<file path="config.mk">
export PLATFORM = sky130hd
export DESIGN_NAME = ct_ifu_sram_seq_512x22
export DESIGN_NICKNAME = d
export VERILOG_FILES = /design/src/rtl/ct_ifu_sram_seq_pkg.sv /design/src/rtl/ct_ifu_sram_sweep_cnt.sv /design/src/rtl/ct_ifu_sram_seq_512x22.sv
export SDC_FILE = /design/constraint.sdc
export NUM_CORES = 1
export LEC_CHECK = 0
export CAP_MARGIN = 10
export CORE_MARGIN = 2
export CORE_UTILIZATION = 37
export CTS_CLUSTER_SIZE = 25
export DETAILED_ROUTE_END_ITERATION = 8
export GPL_TIMING_DRIVEN = 0
export PLACE_DENSITY = 0.87
export SYNTH_ARGS = -nofsm -noshare
export SYNTH_HDL_FRONTEND = slang
export SYNTH_HIERARCHICAL = 1
export SYNTH_SLANG_ARGS = --single-unit
</file>
<file path="constraint.sdc">
create_clock -name forever_cpuclk -period 3 [get_ports forever_cpuclk]
set_input_delay 0.45 -clock forever_cpuclk [delete_from_list [all_inputs] [get_ports forever_cpuclk]]
set_output_delay 0.45 -clock forever_cpuclk [all_outputs]
set_load 0.01 [all_outputs]
</file>
<file path="src/rtl/ct_ifu_sram_seq_pkg.sv">
// rtl/ct_ifu_sram_seq_pkg.sv - shared types and defaults for the IFU 512x22 SRAM sequencer
package ct_ifu_sram_seq_pkg;

    localparam int              ADDR_WIDTH_DEF = 9;
    localparam int              DATA_WIDTH_DEF = 22;
    localparam logic [21:0]     INIT_VALUE_DEF = 22'h0;

    typedef enum logic [1:0] {
        ST_RESET = 2'd0,
        ST_SWEEP = 2'd1,
        ST_READY = 2'd2
    } seq_state_e;

endpackage

</file>
<file path="src/rtl/ct_ifu_sram_sweep_cnt.sv">
// rtl/ct_ifu_sram_sweep_cnt.sv - sweep address counter and pending-invalidate flag
module ct_ifu_sram_sweep_cnt
    import ct_ifu_sram_seq_pkg::*;
#(
    parameter int ADDR_WIDTH = ADDR_WIDTH_DEF
) (
    input  logic                  clk,
    input  logic                  rst_n,
    input  logic                  sweep_en,
    input  logic                  inv_req,
    output logic [ADDR_WIDTH-1:0] cnt,
    output logic                  last,
    output logic                  pend
);

    assign last = &cnt;

    // cnt advances on every sweep cycle and wraps to 0 on the final one, so a
    // new sweep always starts from address 0; requests seen mid-sweep collapse
    // into a single pending flag that is consumed at the last address
    always_ff @(posedge clk or negedge rst_n) begin
        if (!rst_n) begin
            cnt  <= '0;
            pend <= 1'b0;
        end else if (sweep_en) begin
            cnt <= cnt + 1'b1;
            if (last) begin
                pend <= 1'b0;
            end else if (inv_req) begin
                pend <= 1'b1;
            end
        end
    end

endmodule

</file>
<file path="src/rtl/ct_ifu_sram_seq_512x22.sv">
// rtl/ct_ifu_sram_seq_512x22.sv - invalidate sweep and write/read arbitration for the IFU 512x22 SRAM
module ct_ifu_sram_seq_512x22
    import ct_ifu_sram_seq_pkg::*;
#(
    parameter int                    ADDR_WIDTH = ADDR_WIDTH_DEF,
    parameter int                    DATA_WIDTH = DATA_WIDTH_DEF,
    parameter logic [DATA_WIDTH-1:0] INIT_VALUE = DATA_WIDTH'(INIT_VALUE_DEF)
) (
    input  logic                  forever_cpuclk,
    input  logic                  cpurst_b,
    input  logic                  inv_all_req,
    output logic                  inv_all_done,
    output logic                  busy,
    input  logic                  wr_req,
    input  logic [ADDR_WIDTH-1:0] wr_addr,
    input  logic [DATA_WIDTH-1:0] wr_data,
    input  logic [DATA_WIDTH-1:0] wr_mask,
    output logic                  wr_gnt,
    input  logic                  rd_req,
    input  logic [ADDR_WIDTH-1:0] rd_addr,
    output logic                  rd_gnt,
    output logic                  rd_vld,
    output logic [DATA_WIDTH-1:0] rd_data,
    output logic [ADDR_WIDTH-1:0] sram_a,
    output logic                  sram_cen,
    output logic                  sram_gwen,
    output logic [DATA_WIDTH-1:0] sram_wen,
    output logic [DATA_WIDTH-1:0] sram_d,
    input  logic [DATA_WIDTH-1:0] sram_q
);

    seq_state_e            state_q;
    seq_state_e            state_d;
    logic [ADDR_WIDTH-1:0] cnt;
    logic                  cnt_last;
    logic                  inv_pend;
    logic                  sweep_en;
    logic [ADDR_WIDTH-1:0] a_q;
    logic [DATA_WIDTH-1:0] d_q;
    logic                  done_q;
    logic                  rd_vld_q;

    assign sweep_en     = (state_q == ST_SWEEP);
    assign busy         = (state_q != ST_READY);
    assign inv_all_done = done_q;
    assign rd_vld       = rd_vld_q;
    assign rd_data      = sram_q;

    ct_ifu_sram_sweep_cnt #(
        .ADDR_WIDTH (ADDR_WIDTH)
    ) u_sweep_cnt (
        .clk      (forever_cpuclk),
        .rst_n    (cpurst_b),
        .sweep_en (sweep_en),
        .inv_req  (inv_all_req),
        .cnt      (cnt),
        .last     (cnt_last),
        .pend     (inv_pend)
    );

    // state register plus the registered side outputs: done pulse, read valid,
    // and the last driven address/data so an idle macro sees stable pins
    always_ff @(posedge forever_cpuclk or negedge cpurst_b) begin
        if (!cpurst_b) begin
            state_q  <= ST_RESET;
            done_q   <= 1'b0;
            rd_vld_q <= 1'b0;
            a_q      <= '0;
            d_q      <= '0;
        end else begin
            state_q  <= state_d;
            done_q   <= sweep_en && cnt_last;
            rd_vld_q <= rd_gnt;
            a_q      <= sram_a;
            d_q      <= sram_d;
        end
    end

    // next state, grants and macro pins; a request arriving on the very last
    // sweep address is honoured like a pending one so it is never dropped
    always_comb begin
        state_d   = state_q;
        wr_gnt    = 1'b0;
        rd_gnt    = 1'b0;
        sram_cen  = 1'b1;
        sram_gwen = 1'b1;
        sram_wen  = '1;
        sram_a    = a_q;
        sram_d    = d_q;
        case (state_q)
            ST_RESET: begin
                state_d = ST_SWEEP;
            end
            ST_SWEEP: begin
                sram_cen  = 1'b0;
                sram_gwen = 1'b0;
                sram_wen  = '0;
                sram_a    = cnt;
                sram_d    = INIT_VALUE;
                if (cnt_last) begin
                    state_d = (inv_pend || inv_all_req) ? ST_SWEEP : ST_READY;
                end
            end
            ST_READY: begin
                if (inv_all_req) begin
                    state_d = ST_SWEEP;
                end else if (wr_req) begin
                    wr_gnt    = 1'b1;
                    sram_cen  = 1'b0;
                    sram_gwen = 1'b0;
                    sram_wen  = ~wr_mask;
                    sram_a    = wr_addr;
                    sram_d    = wr_data;
                end else if (rd_req) begin
                    rd_gnt    = 1'b1;
                    sram_cen  = 1'b0;
                    sram_a    = rd_addr;
                end
            end
            default: begin
                state_d = ST_RESET;
            end
        endcase
    end

endmodule

</file>
==> results.yml, run 1 <==
run_status:
  status: "completed"
synth:
  syn-instance-count: 198
  yosys_warnings: 6
  ys_ff_latch: 45
  synth-edff-count: 0
  seq_area_frac_synth_pct: 49.64
  syn_avg_cell_area_um2: 11.46
  synth.distinct_cells: 34
  syn-num-nets: 293
  syn_area_um2: 2268
  synthArstFlopShare_pct: 100.0
  synth_ff_type: "dfrtp_1"
clocking:
  cts_root_buf: "clkbuf_8"
  clock_path_buffers: 2
  htreeDepth: 2
  cts_buffers: 5
  cts_tree: "done"
  clk_pin_slew_ps: 90
  cts_hold_buf: 0
  clk_latency_ps: 290
  cts.sinks: 45
sta:
  setup_viol: 0
  fin_ws_ps: 132.5
  final_max_slew_viol_count: 0
  fin_crit_sh_pct: 95.58
  worst_hold_slack_ps: 124.6
  min_period_ps: 2868
  slew-limit-headroom_pct: 64.07
  finalSetupTns_ps: 0
  clock.fmax_mhz: 348.7
  tightest_slew_ps: 538.9
  clock_skew_ps: 6.807
  hold_violations: 0
final_layout:
  antenna_cells: 0
  layout_common_cells: "clkdlybuf4s50_1, dfrtp_1, a22o_1, buf_4, dlymetal6s2s_1"
  fin_cells: 431
  multi_input_area_um2: 929.6
  regArea_um2: 1126
  synthToLayoutAreaGrowth_pct: 80.03
  final_common_cell: "clkdlybuf4s50_1"
  fillers: 461
  drive_gt1_share_pct: 16.85
  num-nets-final: 450
routing:
  drt_iter0_markers: 45
  routed_wl_um: 6741
  wl_met3_um: 561
  top_layer_used: "met4"
  dr_wl_met2_um: 3383
  wl_met1_um: 2717
  routed_via_density: 5.097
  wl_per_cell_um: 15.64
  drc: 0
  vias: 2197
  postRouteAntennaNets: 0
  first_pass_iters: 4
placed_design:
  place_congestion: 0.8130
  port_buffers: 148
  hpwl_um: 5302
  place_ws_ps: -4.811
  place_inst: 422
floorplan:
  ioPinCount: 171
  core_region_area_um2: 5921
  die_h_um: 82.30
  die_area_um2: 6773
  row_count: 28
  die_x_um: 82.30
  initial_core_util_pct: 38.31
global_routing:
  grt_pass1_wl_um: 10170
  grt_pass1_vias: 2087
  globalRouteTotalUtil_pct: 19.68
  grt_overflow: 0
  antenna_found_initial: 0
  grt_max_degree: 24
setup_path:
  reg2regPathDepth: 7
  critical_path_class: "flip-flop to output pin"
  required_ps: 2550
  arrival_ps: 2420
  crit_fanout: 7
  regToRegSetupSlack_ps: 890
  r2r_end: "state_q[1]"
  startpoint_type: "flip-flop"
  endpoint_kind: "output pin"
  r2r_start: "u_sweep_cnt/cnt[0]"
power_and_ir_drop:
  total_power_w: 0.001146
  p_leak_nw: 2.181
  irDropWorstVdd_mv: 0.3465
  p_per_area_nw_per_um2: 280.7
min_path:
  hp-class: "input pin to async pin"
flow_run:
  maxCapViolCount: 0
critical path: stages (launching register included):
cell             delay, ps
dfrtp_1                390
inv_1                  100
ha_1                   200
clkbuf_4               180
and4b_4                230
a22o_1                 240
a221o_1                290
clkdlybuf4s50_1        500
state kept, by name (all words and copies together) (netlist names):
name and flops:
state_q 2, inv_all_done 1, u_sweep_cnt/cnt 9, rd_vld 1, a_q 9, d_q 22
u_sweep_cnt/pend 1
synth_stat cells (2+ instances only):
cell type  count  share of area (%)
buf_1          2               0.33
o21ai_2        2               0.77
nand4_1        3               0.83
a221o_1        9                4.0
inv_1          5               0.83
a21oi_1        4               0.88
o22ai_1        2               0.55
nor2_1         4               0.66
mux2_2         3                1.5
ha_1           6                3.3
clkbuf_1       3               0.50
xnor2_1        4                1.5
nor2_2         3               0.83
o21ai_0       23                5.1
buf_2          2               0.44
buf_4         25                8.3
and2b_1        2               0.66
nand2_1        3               0.50
dfrtp_1       45                 50
xor2_1         3                1.2
a22o_1        32                 12
through the flow:
stage / cell area [µm²] / util, %
after floorplan: 2268 / -
after global placement: 3844 / 64.92
after detailed placement: 3866 / 65.30
after CTS: 3989 / 67.37
after global routing: 4084 / 68.98
final: 4084 / 68.98
where the power goes:
part	internal [W]	switching, W	leakage (nW)
registers	0.000606	0.0000000000000000000448	0.594
clock network	0.000165	0.000207	0.0445
logic	0.000123	0.0000456	1.54
worst max-delay path by stage:
stage	slack, ps	start	to	cells after the start
after CTS	0.8	state_q[0]	sram_d[2]	7
after floorplan	920	state_q[0]	sram_a[3]	6
after global routing	-10	state_q[0]	sram_wen[11]	8
after global placement	30	inv_all_req	sram_d[5]	6
after detailed placement	-5	inv_all_req	sram_d[2]	6
final	130	state_q[0]	sram_a[2]	7
repair_timing:
action                                  CTS  global route
cloned                                    0             0
endpoints found under the setup margin   29            48
buffers inserted                          1             1
resized for setup                         9            34
metal layers:
metal	global-route usage, %	vias to the layer above
li1	-	1024
met1	24.88	1069
met2	32.58	91
met3	5.761	13
met4	5.833	0
met5	0	-
layout make-up:
class                   instances  share of cell area, %
repair buffers                151                  38.69
inverters                       6                 0.6127
clock inverters                 3                 0.5208
plain buffers                  33                  5.852
multi-input cells             113                  22.76
well taps                      75                  2.298
flip-flops and latches         45                  27.57
clock buffers                   5                  1.685
cells by family after synthesis:
group	count (synthesis)	synth area share (%)
compound gates	73	24.05
xor+xnor	7	2.703
fa+ha+maj	6	3.309
buf+inv	40	11.25
flops	45	49.64
mux	4	1.930
simple gates	23	7.115
Note: power is estimated with default switching activity, not from simulation.
==> run 2: changes to the inputs <==
--- a/config.mk
+++ b/config.mk
@@ -5,13 +5,13 @@
 export SDC_FILE = /design/constraint.sdc
 export NUM_CORES = 1
 export LEC_CHECK = 0
-export CAP_MARGIN = 10
 export CORE_MARGIN = 2
-export CORE_UTILIZATION = 37
+export CORE_UTILIZATION = 34
+export CTS_CLUSTER_DIAMETER = 200
 export CTS_CLUSTER_SIZE = 25
 export DETAILED_ROUTE_END_ITERATION = 8
 export GPL_TIMING_DRIVEN = 0
-export PLACE_DENSITY = 0.87
+export PLACE_DENSITY = 0.81
 export SYNTH_ARGS = -nofsm -noshare
 export SYNTH_HDL_FRONTEND = slang
 export SYNTH_HIERARCHICAL = 1
==> constraint.sdc (replaced) <==
create_clock -name forever_cpuclk -period 2.7 [get_ports forever_cpuclk]
set_input_delay 0.405 -clock forever_cpuclk [delete_from_list [all_inputs] [get_ports forever_cpuclk]]
set_output_delay 0.405 -clock forever_cpuclk [all_outputs]
set_load 0.01 [all_outputs]
==> run 2 against run 1 <==
Net effect:
- wire length grew 1.5%
- highest routed layer unchanged
- total power grew 17%
- critical path type unchanged
- global-route usage shrank 1.9 points
==> results.yml, run 2 (synthesis gave the netlist of run 1 again) <==
final_layout:
  fillers: 544
  top_regs: "d_q x22, a_q x9, u_sweep_cnt/cnt x9"
  num-nets-final: 454
  largest_register_ff_count: 22
  layout_common_cells: "clkdlybuf4s50_1, dfrtp_1, buf_4, a22o_1, dlygate4sd2_1"
  fin_area_um2: 4049
  final_core_util_pct: 63.40
  largest-register: "d_q"
  antenna_cells: 0
  drive_gt1_share_pct: 20.06
  synthToLayoutAreaGrowth_pct: 78.49
  final_common_cell: "clkdlybuf4s50_1"
clocking:
  clk_latency_ps: 290
  cts.sinks: 45
  cts_hold_buf: 0
  cts_buffers: 5
  htreeDepth: 2
  clock_path_buffers: 2
  clk_pin_slew_ps: 80
  cts_tree: "done"
  cts_root_buf: "clkbuf_8"
placed_design:
  hpwl_um: 5375
  place_ws_ps: -266.3
  postPlaceCellArea_um2: 3861
  port_buffers: 148
  place_congestion: 0.7688
power_and_ir_drop:
  p_comb_share_pct: 13.9
  pwr-share-clk_pct: 35.9
  total_power_w: 0.001342
  power_frac_seq_pct: 50.2
  p_switching_w: 0.0002644
  switching_share_pct: 19.71
  p_leak_nw: 2.042
  p_per_area_nw_per_um2: 331.3
  irDropWorstVdd_mv: 0.1916
  intPower_w: 0.001077
floorplan:
  die_area_um2: 7341
  die_x_um: 85.68
  initial_core_util_pct: 35.52
  die_h_um: 85.68
  core_region_area_um2: 6386
  ioPinCount: 171
  row_count: 29
global_routing:
  grt_overflow: 0
  grt_pass1_vias: 2095
  globalRouteTotalUtil_pct: 17.78
  antenna_found_initial: 0
  grt_pass1_wl_um: 10560
  grt_max_degree: 29
sta:
  clock_skew_ps: 6.529
  finalSetupTns_ps: 0
  tightest_slew_ps: 409.6
  hold_violations: 0
  fin_ws_ps: 110.0
  slew-limit-headroom_pct: 72.69
  clock.fmax_mhz: 386.1
  final_max_slew_viol_count: 0
  fin_crit_sh_pct: 95.93
  setup_viol: 0
  min_period_ps: 2590
setup_path:
  crit_fanout: 10
  endpoint_kind: "output pin"
  arrival_ps: 2190
  startpoint_type: "flip-flop"
  required_ps: 2300
  critical_path_class: "flip-flop to output pin"
routing:
  first_pass_iters: 4
  routed_via_density: 4.913
  drc: 0
  wl_per_cell_um: 15.69
  drt_iter0_markers: 59
  postRouteAntennaNets: 0
  routed_wl_um: 6840
  vias: 2142
run_status:
  status: "completed"
min_path:
  hp-class: "input pin to async pin"
flow_run:
  maxCapViolCount: 0
run 2: final timing paths:
| kind | cells past startpoint | from | end | slack, ps |
|---|---|---|---|---|
| max | 7 | state_q[0] | sram_wen[4] | 110 |
| min | 1 | cpurst_b | d_q[7] | 40 |
| max reg2reg | 7 | u_sweep_cnt/cnt[0] | state_q[1] | 600 |
| min reg2reg | 1 | u_sweep_cnt/cnt[7] | u_sweep_cnt/cnt[7] | 490 |
| max in group asynchronous | 2 | cpurst_b | u_sweep_cnt/cnt[0] | 2170 |
| min in group forever_cpuclk | 1 | u_sweep_cnt/cnt[7] | u_sweep_cnt/cnt[7] | 490 |
run 2: repair_timing:
item | 4_1_cts | 5_1_grt
setup buffers | 2 | 4
hold endpoints to repair | 0 | 0
pin swaps | 0 | 2
setup endpoints to repair | 51 | 28
resized for setup | 46 | 39
run 2: power groups by stage:
stage          combinational [W]  sequential, W  clock [W]
3_3_place_gp            0.000182       0.000687          0
3_5_place_dp            0.000187       0.000687          0
2_1_floorplan          0.0000378       0.000687          0
5_1_grt                 0.000199       0.000673   0.000527
4_1_cts                 0.000188       0.000673   0.000499
6_report                0.000187       0.000673   0.000482
run 2: final cells by class:
cell class	instances	area, µm²	area share, %
plain buffers	33	254.0	6.273
clock buffers	5	68.82	1.700
clock inverters	2	35.03	0.8653
inverters	6	27.53	0.6799
multi-input cells	113	939.7	23.21
flip-flops and latches	45	1126	27.81
well taps	77	96.34	2.379
repair buffers	155	1501	37.08
run 2: worst max-delay path, stage by stage (launching register included):
cell	delay, ps
dfrtp_1	380
inv_1	120
ha_1	150
clkbuf_4	190
clkinv_4	120
clkbuf_2	190
o21ai_0	180
clkdlybuf4s50_1	570
run 2: per-stage QoR:
step | hold WS, ps | instances
after floorplan | 109.4 | 198
after global placement | 484.1 | 423
after detailed placement | 360.2 | 424
after CTS | 45.73 | 432
after global routing | 64.90 | 436
final | 36.94 | 436
run 2: metal layers:
layer	part of all wire, %	GRT usage [%]
met1	43	23.81
met3	5.1	3.272
met4	0.22	2.453
met5	0	0
met2	52	30.89
